<file path="src/rtl/rot_pkg.sv">
// rot_pkg: shared constants and types for the rotary quadrature decoder.
//   DIR_LEFT / DIR_RIGHT   : encoding of rot_dir (1 = CCW, 0 = CW)
//   DEBOUNCE_CYCLES_DEF    : default debounce length in clk edges
//   DEB_RST / Q1_RST / Q2_RST : reset values that make an idle (11) shaft
//                            come out of reset without a spurious step
//   quad_state_e           : debounced contact pair, packed as {deb_b, deb_a}
package rot_pkg;

  localparam logic DIR_LEFT  = 1'b1;
  localparam logic DIR_RIGHT = 1'b0;

  localparam int DEBOUNCE_CYCLES_DEF = 16;

  localparam logic DEB_RST = 1'b1;
  localparam logic Q1_RST  = 1'b1;
  localparam logic Q2_RST  = 1'b0;

  typedef enum logic [1:0] {
    QS_00 = 2'b00,
    QS_01 = 2'b01,
    QS_10 = 2'b10,
    QS_11 = 2'b11
  } quad_state_e;

endpackage

</file>
<file path="src/rtl/rot_debounce.sv">
// rot_debounce: two-flop synchroniser followed by a restartable debounce
// counter for one raw encoder contact.
//   clk      in  system clock
//   rst_n    in  async active-low reset (all flops return to idle-high)
//   raw_in   in  raw contact, asynchronous and bouncy
//   deb_out  out debounced level; follows sync2 only after it has differed
//                for DEBOUNCE_CYCLES consecutive edges
module rot_debounce
  import rot_pkg::*;
#(
  parameter int DEBOUNCE_CYCLES = DEBOUNCE_CYCLES_DEF,
  parameter int CNT_W           = 16
) (
  input  logic clk,
  input  logic rst_n,
  input  logic raw_in,
  output logic deb_out
);

  localparam logic [CNT_W-1:0] CNT_TC = CNT_W'(DEBOUNCE_CYCLES - 1);

  logic             sync1_q, sync1_d;
  logic             sync2_q, sync2_d;
  logic             deb_q, deb_d;
  logic [CNT_W-1:0] cnt_q, cnt_d;

  always_comb begin
    sync1_d = raw_in;
    sync2_d = sync1_q;
    deb_d   = deb_q;
    cnt_d   = '0;
    // Any sample that agrees with deb leaves cnt_d at zero, so a bounce
    // back restarts the count.
    if (sync2_q != deb_q) begin
      if (cnt_q == CNT_TC) begin
        deb_d = sync2_q;
      end else begin
        cnt_d = cnt_q + CNT_W'(1);
      end
    end
  end

  always_ff @(posedge clk or negedge rst_n) begin
    if (!rst_n) begin
      sync1_q <= DEB_RST;
      sync2_q <= DEB_RST;
      deb_q   <= DEB_RST;
      cnt_q   <= '0;
    end else begin
      sync1_q <= sync1_d;
      sync2_q <= sync2_d;
      deb_q   <= deb_d;
      cnt_q   <= cnt_d;
    end
  end

  assign deb_out = deb_q;

endmodule

</file>
<file path="src/rtl/rot_quad_decoder.sv">
// rot_quad_decoder: debounces ROT_A/ROT_B and turns each detent into a
// one-cycle step pulse with direction; flags double-contact jumps.
//   clk        in  system clock
//   rst_n      in  async active-low reset
//   ROT_A      in  raw contact A (async, bouncy)
//   ROT_B      in  raw contact B (async, bouncy)
//   rot_event  out one-cycle pulse per detent step (rising edge of q1)
//   rot_dir    out direction of the latest step, 1 = CCW, held between steps
//   rot_err    out one-cycle pulse when both debounced contacts change together
//
// q1 tracks the last diagonal state seen (00 -> 0, 11 -> 1) and q2 the last
// off-diagonal one ({B,A} 01 -> 0, 10 -> 1). A detent completes when q1
// rises; q2 at that moment tells which side the shaft approached 11 from.
module rot_quad_decoder
  import rot_pkg::*;
#(
  parameter int DEBOUNCE_CYCLES = DEBOUNCE_CYCLES_DEF,
  parameter int CNT_W           = 16
) (
  input  logic clk,
  input  logic rst_n,
  input  logic ROT_A,
  input  logic ROT_B,
  output logic rot_event,
  output logic rot_dir,
  output logic rot_err
);

  logic deb_a, deb_b;

  rot_debounce #(
    .DEBOUNCE_CYCLES(DEBOUNCE_CYCLES),
    .CNT_W          (CNT_W)
  ) u_deb_a (
    .clk    (clk),
    .rst_n  (rst_n),
    .raw_in (ROT_A),
    .deb_out(deb_a)
  );

  rot_debounce #(
    .DEBOUNCE_CYCLES(DEBOUNCE_CYCLES),
    .CNT_W          (CNT_W)
  ) u_deb_b (
    .clk    (clk),
    .rst_n  (rst_n),
    .raw_in (ROT_B),
    .deb_out(deb_b)
  );

  logic deb_a_prev_q, deb_a_prev_d;
  logic deb_b_prev_q, deb_b_prev_d;
  logic q1_q, q1_d;
  logic q2_q, q2_d;
  logic q1_dly_q, q1_dly_d;
  logic q2_dly_q, q2_dly_d;
  logic rot_event_q, rot_event_d;
  logic rot_dir_q, rot_dir_d;
  logic rot_err_q, rot_err_d;
  logic jump;
  logic step;

  always_comb begin
    deb_a_prev_d = deb_a;
    deb_b_prev_d = deb_b;
    q1_d         = q1_q;
    q2_d         = q2_q;
    q1_dly_d     = q1_q;
    q2_dly_d     = q2_q;

    unique case (quad_state_e'({deb_b, deb_a}))
      QS_00:   q1_d = 1'b0;
      QS_11:   q1_d = 1'b1;
      QS_01:   q2_d = 1'b0;
      QS_10:   q2_d = 1'b1;
      default: q1_d = q1_q;
    endcase

    jump      = (deb_a != deb_a_prev_q) && (deb_b != deb_b_prev_q);
    rot_err_d = jump;

    // rot_err_q is high exactly in the cycle where a jump-induced q1 rise
    // would be turned into an event, so it doubles as the suppress flag.
    step        = q1_q && !q1_dly_q && !rot_err_q;
    rot_event_d = step;
    rot_dir_d   = rot_dir_q;
    if (step) begin
      rot_dir_d = q2_dly_q ? DIR_LEFT : DIR_RIGHT;
    end
  end

  always_ff @(posedge clk or negedge rst_n) begin
    if (!rst_n) begin
      deb_a_prev_q <= DEB_RST;
      deb_b_prev_q <= DEB_RST;
      q1_q         <= Q1_RST;
      q2_q         <= Q2_RST;
      q1_dly_q     <= Q1_RST;
      q2_dly_q     <= Q2_RST;
      rot_event_q  <= 1'b0;
      rot_dir_q    <= DIR_RIGHT;
      rot_err_q    <= 1'b0;
    end else begin
      deb_a_prev_q <= deb_a_prev_d;
      deb_b_prev_q <= deb_b_prev_d;
      q1_q         <= q1_d;
      q2_q         <= q2_d;
      q1_dly_q     <= q1_dly_d;
      q2_dly_q     <= q2_dly_d;
      rot_event_q  <= rot_event_d;
      rot_dir_q    <= rot_dir_d;
      rot_err_q    <= rot_err_d;
    end
  end

  assign rot_event = rot_event_q;
  assign rot_dir   = rot_dir_q;
  assign rot_err   = rot_err_q;

endmodule

</file>
<file path="config.mk">
export PLATFORM = sky130hd
export DESIGN_NAME = rot_quad_decoder
export DESIGN_NICKNAME = d
export VERILOG_FILES = /design/src/rtl/rot_pkg.sv /design/src/rtl/rot_debounce.sv /design/src/rtl/rot_quad_decoder.sv
export SDC_FILE = /design/constraint.sdc
export NUM_CORES = 1
export LEC_CHECK = 0
export ABC_AREA = 1
export CAP_MARGIN = 10
export CORE_MARGIN = 2
export CORE_UTILIZATION = 60
export CTS_BUF_LIST = sky130_fd_sc_hd__clkbuf_4 sky130_fd_sc_hd__clkbuf_8 sky130_fd_sc_hd__clkbuf_16
export DETAILED_ROUTE_END_ITERATION = 16
export MAX_ROUTING_LAYER = met4
export PLACE_DENSITY = 0.74
export SYNTH_ARGS = -nofsm -noshare
export SYNTH_HDL_FRONTEND = slang
export SYNTH_SLANG_ARGS = --single-unit
</file>
<file path="constraint.sdc">
create_clock -name clk -period 3.17 [get_ports clk]
set_clock_uncertainty 0.15 [all_clocks]
set_input_delay 0.951 -clock clk [delete_from_list [all_inputs] [get_ports clk]]
set_output_delay 0.951 -clock clk [all_outputs]
set_load 0.03 [all_outputs]
</file>
=== Word-level counts from Yosys, hierarchy flattened ===
Cells that the tools add are included.

* Flip-flop bits (word level): 47
* Bits of input ports: 4
* Output and inout port bits: 3
* Word-level logic and storage cells: 45

* Add/subtract/negate cells: 2
* Eq/ne operators: 9
* Muxes and demuxes: 7
* Reduce and logical (&&, ||, !) cells: 10

{| class="wikitable"
|+ Operator list
! cell !! count
|-
| $mux W16 || 4
|-
| $add A16 B1 Y16 const B || 2
|-
| $eq A16 B4 Y1 const B || 2
|-
| $eq A2 B2 Y1 const B || 2
|-
| $ne A1 B1 Y1 || 4
|-
| $pmux W1 S2 || 2
|-
| $reduce_and A2 Y1 || 2
|-
| $reduce_bool A2 Y1 || 2
|-
| $logic_and A1 B1 Y1 || 3
|-
| $eq A2 B1 Y1 const B || 1
|-
| $logic_not A1 Y1 || 2
|-
| $logic_not A2 Y1 || 1
|-
| $mux W1 || 1
|}

=== Logic depth before layout (Yosys ltp) ===
* Depth in word-level cells: 3
* Gate-level depth with buffers: 8
* Gate-level depth less buffers: 8

=== By module ===
From an unflattened synthesis, not the netlist that was laid out.

* Cell total of the unflattened synthesis: 286
* Area, all modules: 2369.8 um2

{| class="wikitable"
|+ By module, submodules not included
! module !! times used !! cells each !! area each (um2) !! sequential area each (um2)
|-
| rot_debounce || 2 || 127 || 1012.2 || 479.2
|-
| rot_quad_decoder || 1 || 32 || 345.3 || 230.2
|}

=== Worst setup path after synthesis ===
No wires, ideal clock.

* Kind: reg-to-output
* Start: reg rot_err_q (netlist: rot_err)
* End: out rot_err
* Data arrival time: 0.482 ns
* Data required time: 2.069 ns
* Slack: 1.587 ns
* Stages on the path, launching flop included: 1
* Path buffers: 0
* Cells stage by stage: dfrtp_1

{| class="wikitable"
|+ RTL lines
! item !! line !! RTL
|-
| start, declared || rot_quad_decoder.sv:59 || <nowiki>logic rot_err_q, rot_err_d;</nowiki>
|-
| start signal, assigned || rot_quad_decoder.sv:112 || <nowiki>rot_err_q <= rot_err_d;</nowiki>
|-
| end, declared || rot_quad_decoder.sv:26 || <nowiki>output logic rot_err</nowiki>
|}

No word-level cell between the ends.

=== Worst setup path in the final report ===
* Start: reg rot_err_q (netlist: rot_err)
* End: out rot_err

No word-level cell between the ends.

==> results.py <==
metrics = {
    "floorplan": {
        "die_x_um": 66.2,
        "core_area_um2": 3690,
        "rows": 22,
        "io_pins": 7,
        "die_area_um2": 4380,
        "die_y_um": 66.2,
        "initial_core_util_pct": 63.0,
    },
    "synthesis": {
        "ys_warn_count": 0,
        "ys_seq_area_share_pct": 51.2,
        "syn-instance-count": 283,
        "syn_nets": 291,
        "ys_ff_latch": 47,
        "syn_area_um2": 2320,
        "syn_area_per_cell_um2": 8.21,
        "synth.distinct_cells": 25,
    },
    "critical_path": {
        "rr_startpoint": "u_deb_a.deb_out",
        "required_ns": 2.07,
        "crit_start": "rot_err",
        "arrival_ns": 1.32,
        "path_buf_inv": 1,
        "crit_end": "rot_err",
        "worstPathCellList": "clkdlybuf4s50_1",
        "critPathKind": "register to output pin",
        "critPathCaptureType": "output pin",
        "path_max_fanout": 2,
        "slowest_delay_ns": 0.66,
        "crit_family": "buffers and inverters",
        "cp_num_cells": 1,
        "cp-start-kind": "register",
        "r2r_setup_slack_ns": 1.58,
        "r2r-end": "q2_dly_d",
        "slowest_stage": "clkdlybuf4s50_1",
        "r2r_cells": 3,
    },
    "cts": {
        "hold_buffers": 0,
        "ctsResizeCount": 0,
        "cts_root_buffer": "clkbuf_8",
        "clockBufferDepth": 2,
        "cts_tree": "built",
        "numCtsBuffers": 5,
        "cts_setup_buffers": 0,
        "cts_sinks": 47,
        "clk_latency_ns": 0.30,
        "clk_pin_slew_ns": 0.09,
        "h-tree-depth": 2,
    },
    "drt": {
        "vias_per_cell": 5.03,
        "final_antenna_net_count": 0,
        "routedWlPerCell_um": 11.8,
        "drc": 0,
        "first_iter_violations": 77,
        "vias": 1731,
        "finalWirelength_um": 4050,
        "first_pass_iters": 4,
    },
    "cells_and_area": {
        "area_growth_pct": 10.2,
        "num_antenna_cells": 0,
        "layout.nets": 303,
        "drive_gt1_share_pct": 10.5,
        "final_cells": 344,
    },
    "sta": {
        "slew_headroom_pct": 72.5,
        "period_share_pct": 76.2,
        "period_needed_ns": 2.42,
        "finalHoldViolCount": 0,
        "finalSetupTns_ns": 0,
        "setup_viol": 0,
        "grt_setup_unrepaired": "no",
        "max_slew.worst_pin.slew_ns": 0.412,
        "max_freq_mhz": 414,
        "report.final.slew_viol_count": 0,
    },
    "grt": {
        "grt_use_total_pct": 22.1,
        "antenna_found_initial": 0,
        "grt_start_max_net_pins": 48,
        "gr-total-overflow": 0,
        "grt_pass1_vias": 1723,
        "grt_pass1_wl_um": 7090,
    },
    "pwr": {
        "leakagePower_nw": 1.12,
        "cell_internal_pwr_mw": 0.882,
        "switching_share_pct": 21.5,
        "power.density_nw_per_um2": 439,
        "netSwitchingPower_mw": 0.241,
        "p_comb_share_pct": 3.4,
        "irDropWorstVdd_uv": 503,
        "pwr-share-clk_pct": 41.5,
        "seqPwrFrac_pct": 55.1,
    },
    "worst_hold_path": {
        "min_path_type": "register to register",
    },
    "place": {
        "portBuffers": 6,
        "gp_congestion": 0.925,
        "hpwl_um": 3020,
        "dp.cells": 336,
    },
    "flow_run": {
        "max-cap-violations": 0,
    },
    "status": {
        "status": "complete, no violations",
    },
}
==> worst min-delay path by stage <==
stage | startpoint | endpoint | slack, ns | depth (start not counted)
after floorplan | u_deb_a.sync1_q | u_deb_a.sync2_q | 0.20 | 0
after global placement | u_deb_b.sync1_q | u_deb_b.sync2_q | 0.20 | 0
after detailed placement | u_deb_a.sync1_q | u_deb_a.sync2_q | 0.20 | 0
final | u_deb_b.sync1_q | u_deb_b.sync2_q | 0.22 | 0
after CTS | u_deb_a.sync1_q | u_deb_a.sync2_q | 0.22 | 0
after global routing | u_deb_b.sync1_q | u_deb_b.sync2_q | 0.22 | 0
==> cell usage after synthesis <==
library cell / number / area, um^2
nor3b_1: 1 / 7.51
inv_2: 1 / 3.75
o21ai_1: 2 / 10.0
dfrtp_1: 37 / 926
inv_1: 31 / 116
nor2_2: 1 / 6.26
nand2_1: 71 / 267
nor2_4: 3 / 33.8
nor2_1: 64 / 240
a21oi_1: 3 / 15.0
xnor2_1: 5 / 43.8
nor3b_2: 1 / 12.5
nand3_1: 14 / 70.1
o21ai_0: 5 / 25.0
mux2_2: 1 / 11.3
nand2_2: 1 / 6.26
clkbuf_8: 1 / 13.8
nor3_1: 3 / 15.0
dfstp_2: 10 / 263
nand4_1: 8 / 50.1
ha_1: 4 / 50.1
nand3_2: 3 / 30.0
buf_2: 1 / 5.00
xor2_1: 9 / 78.8
o21bai_1: 3 / 22.5
==> cells in the final DEF, fill, tap and decap left out <==
cell type | synthesis | layout
nor2_1 | 64 | 64
nor3_1 | 3 | 3
o21ai_0 | 5 | 5
nand3_1 | 14 | 14
o21bai_1 | 3 | 3
nor2_4 | 3 | 3
xnor2_1 | 5 | 5
o21ai_1 | 2 | 2
buf_2 | 1 | 1
ha_1 | 4 | 4
buf_12 | 0 | 1
xor2_1 | 9 | 9
inv_1 | 31 | 31
clkbuf_8 | 1 | 6
nand2_1 | 71 | 71
clkdlybuf4s50_1 | 0 | 5
inv_2 | 1 | 1
inv_6 | 0 | 1
nand2_2 | 1 | 1
dfrtp_1 | 37 | 37
bufinv_16 | 0 | 1
dfstp_2 | 10 | 10
nor3b_1 | 1 | 1
nand3_2 | 3 | 3
mux2_2 | 1 | 1
nor3b_2 | 1 | 1
nor2_2 | 1 | 1
nand4_1 | 8 | 8
a21oi_1 | 3 | 3
==> per-layer routing <==
metal  routed length (um)  up-vias  share of wire [%]  track usage, %
met1                 1870      807                 46            25.6
met2                 2010       15                 50            36.5
met4                   80        0                2.0            9.69
met3                   93        9                2.3            5.62
li1                     -      900                  -               -
met5                    0        -                  0               -
==> area by class of cell <==
cell class / count / area, um^2
Clock buffer: 6 / 82.6
Clock inverter: 2 / 38.8
Fill cell: 318 / 1130
Inverter: 32 / 120
Multi-Input combinational cell: 202 / 995
Sequential cell: 47 / 1190
Tap cell: 48 / 60.1
Timing Repair Buffer: 7 / 75.1
==> sequential cells by signal, summed over array words and instances, names as in the netlist <==
register	count
deb_a_prev_q	1
deb_b_prev_q	1
q1_dly_d	1
q1_dly_q	1
q2_dly_d	1
q2_dly_q	1
rot_dir	1
rot_err	1
rot_event	1
u_deb_a.cnt_q	16
u_deb_a.deb_out	1
u_deb_a.sync1_q	1
u_deb_a.sync2_q	1
u_deb_b.cnt_q	16
u_deb_b.deb_out	1
u_deb_b.sync1_q	1
u_deb_b.sync2_q	1
==> through the flow <==
stage	util [%]	hold slack [ns]	power [mW]	area [um^2]	setup slack, ns
finish	69.4	0.216	1.12	2560	0.754
global route	69.4	0.221	1.17	2560	0.708
CTS	69.4	0.215	1.13	2560	0.746
detailed placement	66.1	0.202	0.670	2440	1.08
global placement	66.1	0.196	0.668	2440	1.09
floorplan	-	0.195	0.647	2320	1.59
==> power by group through the flow <==
stage	Clock, mW	Sequential (mW)	Combinational [mW]
global route	0.500	0.620	0.0453
floorplan	0	0.628	0.0187
detailed placement	0	0.631	0.0395
finish	0.466	0.619	0.0380
global placement	0	0.630	0.0379
CTS	0.473	0.619	0.0395
==> kinds of logic after synthesis <==
group	Yosys count	share of synthesized area, %
AOI/OAI and AO/OA	13	3.12
xor gates and xnor gates	14	5.28
adders and majority gates	4	2.16
buffers and inverters	34	5.98
DFF	47	51.2
muxes	1	0.485
and+or+nand+nor	170	31.8
(Power assumes the default switching activity.)
